<file path="src/rtl/prog_tick_divider.sv">
// prog_tick_divider
//   NUM_CH independent programmable clock-enable dividers. Each channel
//   produces a single-cycle tick every div cycles and a 50%-duty divided
//   clock with a period of 2*div cycles. Divide ratios are staged through a
//   per-channel pending register. The pending value is adopted only at a
//   period boundary (terminal count, restart or while disabled), so a
//   running channel never produces a short or partial period.
//
// Ports
//   clk          in   system clock, rising edge
//   arst_n       in   asynchronous active-low reset
//   ch_en        in   [NUM_CH]  per-channel run enable
//   sync_restart in   synchronous restart of every channel (one-cycle pulse)
//   cfg_wr       in   config write strobe
//   cfg_ch       in   [CH_W]    target channel of cfg_wr
//   cfg_div      in   [CNT_W]   new divide ratio
//   cfg_ack      out  write accepted, one cycle after cfg_wr
//   cfg_err      out  write rejected, one cycle after cfg_wr
//   tick         out  [NUM_CH]  single-cycle enable, period div cycles
//   div_out      out  [NUM_CH]  divided clock, period 2*div cycles
//
// Config handshake: cfg_wr is a one-cycle strobe with no back-pressure; a
// write can be issued every cycle. Exactly one of cfg_ack / cfg_err pulses
// on the cycle after each strobe, never both. A write is accepted when
// cfg_ch < NUM_CH and cfg_div != 0; a rejected write changes no state.

module prog_tick_divider #(
    parameter int          NUM_CH  = 4,
    parameter int          CNT_W   = 32,
    parameter int unsigned DEF_DIV = 134217728,
    parameter int          CH_W    = 4
) (
    input  logic              clk,
    input  logic              arst_n,
    input  logic [NUM_CH-1:0] ch_en,
    input  logic              sync_restart,
    input  logic              cfg_wr,
    input  logic [CH_W-1:0]   cfg_ch,
    input  logic [CNT_W-1:0]  cfg_div,
    output logic              cfg_ack,
    output logic              cfg_err,
    output logic [NUM_CH-1:0] tick,
    output logic [NUM_CH-1:0] div_out
);

    localparam logic [CNT_W-1:0] DEF_DIV_L = CNT_W'(DEF_DIV);
    // One extra bit so NUM_CH itself is representable (e.g. 16 with CH_W=4).
    localparam logic [CH_W:0]    NUM_CH_L  = (CH_W + 1)'(NUM_CH);

    logic cfg_ok;
    logic ack_q;
    logic err_q;

    assign cfg_ok = cfg_wr && ({1'b0, cfg_ch} < NUM_CH_L) && (cfg_div != '0);

    always_ff @(posedge clk or negedge arst_n) begin
        if (!arst_n) begin
            ack_q <= 1'b0;
            err_q <= 1'b0;
        end else begin
            ack_q <= cfg_ok;
            err_q <= cfg_wr && !cfg_ok;
        end
    end

    assign cfg_ack = ack_q;
    assign cfg_err = err_q;

    for (genvar i = 0; i < NUM_CH; i++) begin : g_ch
        logic [CNT_W-1:0] cnt_q, cnt_d;
        logic [CNT_W-1:0] div_q, div_d;
        logic [CNT_W-1:0] pend_q, pend_d;
        logic             pend_vld_q, pend_vld_d;
        logic             tick_q, tick_d;
        logic             dout_q, dout_d;
        logic             terminal;
        logic             wr_hit;

        assign terminal = (cnt_q == div_q - CNT_W'(1));
        assign wr_hit   = cfg_ok && (cfg_ch == CH_W'(i));

        always_comb begin
            cnt_d      = cnt_q + CNT_W'(1);
            div_d      = div_q;
            pend_d     = pend_q;
            pend_vld_d = pend_vld_q;
            tick_d     = 1'b0;
            dout_d     = dout_q;

            // Restart/disable outrank terminal detection. All three are period
            // boundaries, so each adopts the pending ratio held before the edge.
            if (sync_restart || !ch_en[i]) begin
                cnt_d  = '0;
                dout_d = 1'b0;
                if (pend_vld_q) begin
                    div_d      = pend_q;
                    pend_vld_d = 1'b0;
                end
            end else if (terminal) begin
                cnt_d  = '0;
                tick_d = 1'b1;
                dout_d = !dout_q;
                if (pend_vld_q) begin
                    div_d      = pend_q;
                    pend_vld_d = 1'b0;
                end
            end

            // A write in the same cycle as a boundary lands after the boundary
            // consumed the old pending value, so it governs the following period.
            if (wr_hit) begin
                pend_d     = cfg_div;
                pend_vld_d = 1'b1;
            end
        end

        always_ff @(posedge clk or negedge arst_n) begin
            if (!arst_n) begin
                cnt_q      <= '0;
                div_q      <= DEF_DIV_L;
                pend_q     <= '0;
                pend_vld_q <= 1'b0;
                tick_q     <= 1'b0;
                dout_q     <= 1'b0;
            end else begin
                cnt_q      <= cnt_d;
                div_q      <= div_d;
                pend_q     <= pend_d;
                pend_vld_q <= pend_vld_d;
                tick_q     <= tick_d;
                dout_q     <= dout_d;
            end
        end

        assign tick[i]    = tick_q;
        assign div_out[i] = dout_q;
    end

endmodule

</file>
<file path="config.mk">
export PLATFORM = sky130hd
export DESIGN_NAME = prog_tick_divider
export DESIGN_NICKNAME = d
export VERILOG_FILES = /design/src/rtl/prog_tick_divider.sv
export SDC_FILE = /design/constraint.sdc
export NUM_CORES = 1
export LEC_CHECK = 0
export BUFFER_PORTS_ARGS = -buffer_cell sky130_fd_sc_hd__buf_2
export CELL_PAD_IN_SITES_DETAIL_PLACEMENT = 1
export CELL_PAD_IN_SITES_GLOBAL_PLACEMENT = 1
export CORE_AREA = 2 2 212 214
export CTS_BUF_LIST = sky130_fd_sc_hd__clkbuf_2 sky130_fd_sc_hd__clkbuf_4 sky130_fd_sc_hd__clkbuf_8
export CTS_CLUSTER_DIAMETER = 40
export DETAILED_ROUTE_END_ITERATION = 12
export DIE_AREA = 0 0 214 216
export PLACE_DENSITY = 0.86
export RECOVER_POWER = 100
export SYNTH_ARGS = -nofsm -noshare
export SYNTH_HDL_FRONTEND = slang
export SYNTH_SLANG_ARGS = --single-unit
</file>
<file path="constraint.sdc">
create_clock -name clk -period 4.06 [get_ports clk]
set_input_delay 0.406 -clock clk [delete_from_list [all_inputs] [get_ports clk]]
set_output_delay 0.406 -clock clk [all_outputs]
set_load 0.01 [all_outputs]
</file>
## After elaboration in Yosys (flattened, before gate mapping)

Cells that the tools add are included.

| operators by class | value |
|---|---|
| add/sub/neg operators | 8 |
| order comparisons | 1 |
| equal/unequal tests | 7 |
| muxes and demuxes | 48 |
| reduce and logical (&&, ||, !) cells | 30 |

Operators by type and width:

| cell | count |
|---|---|
| $mux W32 | 20 |
| $add A32 B1 Y32 const B | 4 |
| $eq A32 B32 Y1 | 4 |
| $sub A32 B1 Y32 const B | 4 |
| $reduce_bool A32 Y1 | 1 |
| $mux W1 | 28 |
| $reduce_bool A3 Y1 | 4 |
| $logic_not A1 Y1 | 9 |
| $eq A4 B2 Y1 const B | 2 |
| $reduce_bool A2 Y1 | 4 |
| $logic_and A1 B1 Y1 | 7 |
| $eq A4 B1 Y1 const B | 1 |
| $logic_not A4 Y1 | 1 |
| $logic_or A1 B1 Y1 | 4 |
| $lt A4 B3 Y1 const B | 1 |

| word-level totals | value |
|---|---|
| register bits | 398 |
| input port bits | 44 |
| output and inout port bits | 10 |
| logic and storage cells | 120 |

## Logic depth before layout (Yosys ltp)

Gate-level depths: netlist of the first run.

| depth | value |
|---|---|
| word-level depth | 5 |
| depth in mapped cells | 14 |
| gate-level depth less buffers | 10 |

## Least setup slack after synthesis of the first run

No wires, ideal clock.

| timing path | value |
|---|---|
| path kind | reg2reg |
| from | register g_ch[0].div_q[0] |
| to | register g_ch[0].div_q[10] |
| library setup time | 0.128 ns |
| arrival | 3.591 ns |
| data required time | 3.932 ns |
| path slack | 0.342 ns |
| cell stages (with the launch flop) | 14 |
| buffers on the path | 3 |
| clock period less this slack | 3.718 ns |
| cells stage by stage | dfrtp_1 clkbuf_1 inv_1 ha_1 clkbuf_1 or3b_2 nor2_1 o2111ai_1 a2111o_1 or4_1 nor4b_2 o21ai_1 buf_2 mux2_1 |

| on the way | value |
|---|---|
| word-level cells in the longest chain between the ends | 3 |

RTL lines:

| item | line | source |
|---|---|---|
| start, declared | 71 | `logic [CNT_W-1:0] div_q, div_d;` |
| start signal, assigned | 127 | `div_q <= div_d;` |
| $sub A32 B1 Y32 | 79 | `assign terminal = (cnt_q == div_q - CNT_W'(1));` |
| $eq A32 B32 Y1 | 79 |  |
| $reduce_bool A2 Y1 (no source line) | n/a |  |

No other way between the ends.
A chain may end at the register's enable or synchronous reset.

## Worst setup path after layout of the first run

| timing path | value |
|---|---|
| from | register g_ch[1].div_q[1] |
| to | register g_ch[1].div_q[25] |

| on the way | value |
|---|---|
| word-level cells in the longest chain between the ends | 3 |

RTL lines:

| item | line |
|---|---|
| start, declared | 71 |
| start signal, assigned | 127 |
| $sub A32 B1 Y32 | 79 |
| $eq A32 B32 Y1 | 79 |
| $reduce_bool A2 Y1 (no source line) | n/a |

No other way between the ends.

==> results.toml, run 1 <==
[hold_path]
worstHoldStart = "cfg_ch[0]"
hold_class = "input port to register"

[finish]
fillers = 4748
layout-drive-gt1-share = 0.171
seqCellArea_mm2 = 0.00996
nNetsFinal = 2375
multiInputGateArea_mm2 = 0.0120
area_delta_synth_final_pct = 11.6
fin_area_mm2 = 0.0253

[detailed_routing]
met1_length_mm = 30.0
drtAntennaViolNets = 0
drc = 0
viasPerCell = 6.39
wl_per_cell_um = 23.7
wl_met3_mm = 3.31
drt_iter0_drc = 1317
drt_pre_antenna_iters = 7
drt_wl_total_mm = 70.6
via_count = 19000
top_layer_used = "met4"
route.met2.wl_mm = 33.7

[sta]
min_period_ns = 3.91
finalSetupTns_ns = 0
finClkSkew_ns = 0.0448
setup_slack_ns = 0.150
setup_viol = 0
period_share = 0.963
worst_slew_pin_slew_ns = 1.98
rsz0062_at_grt = "no"
slew_headroom = -0.319
fmax_mhz = 256
slew_violations = 170
hold_viol = 0

[worst_setup_path]
timing.rr.start = "g_ch[1].div_q[1]"
path_class = "register to register"
worstSetupStartpointType = "register"
path_max_fanout = 32
critPathLaunch = "g_ch[1].div_q[1]"
endpoint_kind = "register"
worst_ep_arrival_time_ns = 4.44
required_ns = 4.59

[floorplan]
floorplan.core_area_mm2 = 0.0438
dieArea_mm2 = 0.0462
die_y_um = 216
dieWidth_um = 214
num_rows = 77
initial_core_util = 0.516
io_pins = 54

[clocking]
h-tree-depth = 3
cts_tree = "yes"
cts_sinks = 398
path_clk_slew_ns = 0.06
clockRootBuffer = "clkbuf_8"
clk_path_buf_depth = 3
insertion_delay_ns = 0.67
cts_made_buffers = 78

[run_status]
status = "complete, but fails checks"
failed_checks = "capacitance limit, slew limit"

[yosys]
synth_compound_area_frac = 0.101
avgSynthCellArea_um2 = 9.92
async_flop_share = 1.00
yosys.area_share.simple = 0.213
synth_area_mm2 = 0.0226
synth_top_family_by_area = "simple AND/OR/NAND/NOR gates"
synth_mux_area_frac = 0.102
synth_xor_area_frac = 0.104
yosys-top-cells-count = "dfrtp_1 (394), nor2_1 (166), nand2_1 (153)"
synthCells = 2283
ys_types = 83
synthAdderAreaFrac = 0.00442
ys_ff_latch = 398
synth-edff-count = 0
synth_top_cell_area_share = 0.436
synth_area_leaders = "dfrtp_1 (44%), mux2_2 (6.6%), xnor2_1 (5.3%)"
syn_nets = 2335
yosysSeqAreaShare = 0.440
yosys_warnings = 0
yosysTopAreaCell = "dfrtp_1"
synth-main-ff-cell = "dfrtp_1"
yosysMostFrequentCell = "dfrtp_1"

[global_routing]
grt_max_degree = 109
overflow = 0
grt_usage = 0.307
antenna_found_initial = 1
grt_pass1_vias = 20200
grt_pass1_wl_mm = 114

[place]
hpwl_mm = 46.3
port_buffers = 53
place_congestion = 0.921
placed_area_mm2 = 0.0236
post-place-ws_ns = 0.143

[pwr]
p_comb_frac = 0.243
power_leakage_nw = 10.1
switching_share = 0.355
p_total_mw = 13.2
pwr-share-clk = 0.335
power.density_mw_per_mm2 = 523
switching_power_mw = 4.69
ir_worst_vdd_v = 0.000227
p_int_mw = 8.53
pwr-share-seq = 0.423

[flow_run]
max_cap_violations = 4
## final cells by class
| cell class | instances | area share |
|---|---|---|
| timing repair buffer | 110 | 0.0280 |
| clock buffer | 110 | 0.0560 |
| inverter | 43 | 0.00639 |
| tap | 592 | 0.0293 |
| antenna | 1 | 0.0000991 |
| clock inverter | 27 | 0.0111 |
| multi-input combinational | 1692 | 0.475 |
| sequential | 398 | 0.394 |
## sequential cells by signal, summed over array words and instances (netlist names)
signal / count
g_ch.cnt_q: 128
g_ch.div_q: 128
g_ch.pend_q: 128
g_ch.dout_q: 4
g_ch.pend_vld_q: 4
g_ch.tick_q: 4
cfg_ack: 1
cfg_err: 1
## kinds of logic after synthesis
kind of cell / after synthesis
flip-flops: 398
adder cells (fa/ha/maj): 8
multiplexers: 207
XOR/XNOR: 268
AO/OA/AOI/OAI: 299
AND/OR/NAND/NOR: 910
buffers and inverters: 193
## metrics by stage
| step | utilization | instances | hold WS, ns |
|---|---|---|---|
| CTS | 0.577 | 2970 | 0.0485 |
| global placement | 0.538 | 2832 | 0.404 |
| global route | 0.576 | 2973 | 0.0884 |
| finish | 0.576 | 2973 | 0.0761 |
| detailed placement | 0.538 | 2832 | 0.407 |
| floorplan | - | 2283 | 0.110 |
## worst max-delay path, cell delays in order (launching register included)
cell and delay [ns]:
dfrtp_1 0.46, inv_1 0.12, ha_1 0.24, nor4b_2 0.27
nand4_1 0.29, buf_4 0.24, o31a_1 0.30, and3b_1 0.24
nand4_1 0.08, or4_1 0.57, or4_1 0.42, buf_4 0.26
a31o_1 0.27
## cells in the final DEF, fill, tap and decap left out, drive strengths merged, types with 33 or more instances in the layout
cell    synthesis  final
inv            43     45
nand4          50     50
clkbuf        116    133
o21ai          36     36
xor2          132    132
xnor2         136    136
nor4           70     70
o211ai         75     75
dfrtp         394    394
nand2b         48     48
nand3         119    119
nor2          166    166
a31o           33     33
buf            34     86
o41ai          37     37
nand2         153    153
nor3          134    134
mux2          196    196
## layer usage
layer | vias to the layer above | GRT usage
li1 | 8415 | -
met1 | 9723 | 0.396
met2 | 607 | 0.503
met3 | 239 | 0.0443
met4 | 0 | 0.164
met5 | - | 0
## worst paths after layout
| check | endpoint | slack (ns) | cells after the start |
|---|---|---|---|
| setup / recovery | g_ch[1].div_q[25] | 0.15 | 12 |
| max in group asynchronous | g_ch[0].cnt_q[17] | 0.82 | 3 |
| setup reg to reg | g_ch[1].div_q[25] | 0.15 | 12 |
| min in group asynchronous | g_ch[2].cnt_q[25] | 0.74 | 2 |
| hold reg to reg | g_ch[2].div_q[16] | 0.49 | 1 |
| hold / removal | g_ch[3].pend_vld_q | 0.08 | 2 |
## repair_timing
action / CTS / global route
setup endpoints to repair: 0 / 89
gates resized for setup: 0 / 10
endpoints found under the hold margin: 64 / 0
hold buffers: 1 / 0
buffers inserted: 0 / 2
## power by group through the flow
stage	sequential, mW	combinational [mW]	clock, mW
after floorplan	5.10	2.39	0
after global placement	5.47	2.89	0
after detailed placement	5.56	3.06	0
final	5.59	3.21	4.43
after CTS	5.54	3.16	4.50
after global routing	5.67	3.48	4.70
(Power assumes the default switching activity.)
==> inputs of run 2 (changes only) <==
--- a/config.mk
+++ b/config.mk
@@ -5,7 +5,7 @@
 export SDC_FILE = /design/constraint.sdc
 export NUM_CORES = 1
 export LEC_CHECK = 0
-export BUFFER_PORTS_ARGS = -buffer_cell sky130_fd_sc_hd__buf_2
+export BUFFER_PORTS_ARGS = -buffer_cell sky130_fd_sc_hd__buf_4
 export CELL_PAD_IN_SITES_DETAIL_PLACEMENT = 1
 export CELL_PAD_IN_SITES_GLOBAL_PLACEMENT = 1
 export CORE_AREA = 2 2 212 214
==> run 2 against run 1 <==
  * The run still ends with capacitance limit, slew limit left
  * Global-route usage down 0.36 points
  * Setup slack better by 0.010 ns
  * Die area unchanged
  * Cell count unchanged
  * Maximum frequency up 0.26%
  * First-iteration DRC count down 4.5%
  * Design area up 0.40%
  * Flip-flop and latch count unchanged
  * Sequential power about the same
  * Critical path depth down 1
  * Utilization up 0.23 points
==> results.toml, run 2 (synthesis results as in run 1) <==
[pwr]
ir_worst_vdd_v = 0.000239
power.density_mw_per_mm2 = 521
p_total_mw = 13.2
power_leakage_nw = 10.2

[sta]
rsz0062_at_grt = "no"
hold_viol = 0
worst_slew_pin_slew_ns = 2.42
setup_viol = 0
slew_headroom = -0.610
fmax_mhz = 256
setup_slack_ns = 0.160
finClkSkew_ns = 0.0239
min_period_ns = 3.90
period_share = 0.961
slew_violations = 159
finalSetupTns_ns = 0

[global_routing]
grt_max_degree = 92
antenna_found_initial = 0
grt_pass1_wl_mm = 112
grt-busiest-layer = "met2"
grt_pass1_vias = 19800
use_met3 = 0.0428
grt_util_met1 = 0.386
grt_usage = 0.304
overflow = 0
grt_util_met2 = 0.502

[detailed_routing]
drtAntennaViolNets = 0
wl_per_cell_um = 23.5
drt_wl_total_mm = 69.9
viasPerCell = 6.31
drc = 0
drt_pre_antenna_iters = 5
drt_iter0_drc = 1258
via_count = 18800

[clocking]
clockRootBuffer = "clkbuf_8"
h-tree-depth = 3
cts_tree = "yes"
insertion_delay_ns = 0.67
clk_path_buf_depth = 3
cts_sinks = 398
cts_made_buffers = 75
path_clk_slew_ns = 0.06

[worst_setup_path]
endpoint_kind = "register"
path_class = "register to register"
path_max_fanout = 32
worstSetupStartpointType = "register"
required_ns = 4.58
worst_ep_arrival_time_ns = 4.42

[hold_path]
hold_class = "input port to register"

[floorplan]
io_pins = 54
floorplan.core_area_mm2 = 0.0438
num_rows = 77
dieArea_mm2 = 0.0462
die_y_um = 216
initial_core_util = 0.516
dieWidth_um = 214

[place]
port_buffers = 53
post-place-ws_ns = 0.167
place_congestion = 0.936
hpwl_mm = 47.2

[run_status]
status = "complete, but fails checks"
failed_checks = "capacitance limit, slew limit"

[finish]
nNetsFinal = 2376
layout-drive-gt1-share = 0.169
area_delta_synth_final_pct = 12.0
diodes = 0
top_regs = "g_ch.cnt_q (128), g_ch.div_q (128), g_ch.pend_q (128)"
layout_common_cells = "dfrtp_1 (394), nor2_1 (166), nand2_1 (153)"
fillers = 4771
final_common_cell = "dfrtp_1"

[flow_run]
max_cap_violations = 3
[run 2: layer usage]
| metal | share of wire | vias to the layer above |
|---|---|---|
| met5 | 0 | - |
| li1 | - | 8394 |
| met3 | 0.049 | 211 |
| met4 | 0.055 | 0 |
| met2 | 0.48 | 579 |
| met1 | 0.42 | 9575 |
[run 2: repair_timing]
item / CTS / global route
resized for setup: 0 / 6
setup endpoints to repair: 0 / 96
hold buffers: 2 / 0
buffers inserted: 0 / 2
endpoints found under the hold margin: 87 / 0
[run 2: per-stage QoR]
stage / instance area (µm²) / hold slack [ns] / utilization / instances
floorplan: 22600 / 0.110 / - / 2283
global placement: 23800 / 0.458 / 0.542 / 2835
detailed placement: 23800 / 0.478 / 0.542 / 2835
CTS: 25500 / 0.0133 / 0.581 / 2971
global route: 25400 / 0.0623 / 0.579 / 2973
finish: 25400 / 0.0716 / 0.579 / 2973
[run 2: cell type report]
class                           count  area (µm²)  share of cell area
Multi-Input combinational cell   1692       12000               0.471
Clock buffer                      113        1440              0.0566
Timing Repair Buffer              114         862              0.0340
Clock inverter                     21         244             0.00962
Inverter                           43         161             0.00636
Sequential cell                   398        9960               0.393
Tap cell                          592         741              0.0292
[run 2: worst paths after layout]
check                              startpoint           endpoint  slack, ns  depth (start not counted)
max                          g_ch[0].div_q[0]  g_ch[0].div_q[25]       0.16                         11
min                                    cfg_wr            cfg_err       0.07                          2
max reg2reg                  g_ch[0].div_q[0]  g_ch[0].div_q[25]       0.16                         11
min reg2reg                g_ch[2].pend_q[27]  g_ch[2].div_q[27]       0.49                          1
max in group asynchronous              arst_n  g_ch[1].cnt_q[17]       0.60                          4
min in group asynchronous              arst_n  g_ch[2].cnt_q[23]       0.98                          2
[run 2: worst max-delay path, stage by stage (launching register included)]
cell,delay [ns]
dfrtp_1,0.47
inv_1,0.12
ha_2,0.28
or3b_2,0.49
nor2_1,0.14
o2111ai_1,0.14
a2111o_1,0.39
or4_1,0.55
nor4b_2,0.35
o21ai_0,0.15
buf_4,0.29
mux2_1,0.38
[run 2: power breakdown]
part           switching (mW)  internal (mW)  leakage [nW]
registers               0.949           4.61          5.07
logic                    1.82           1.41          4.24
clock network            1.84           2.58         0.894
total                    4.60           8.61          10.2
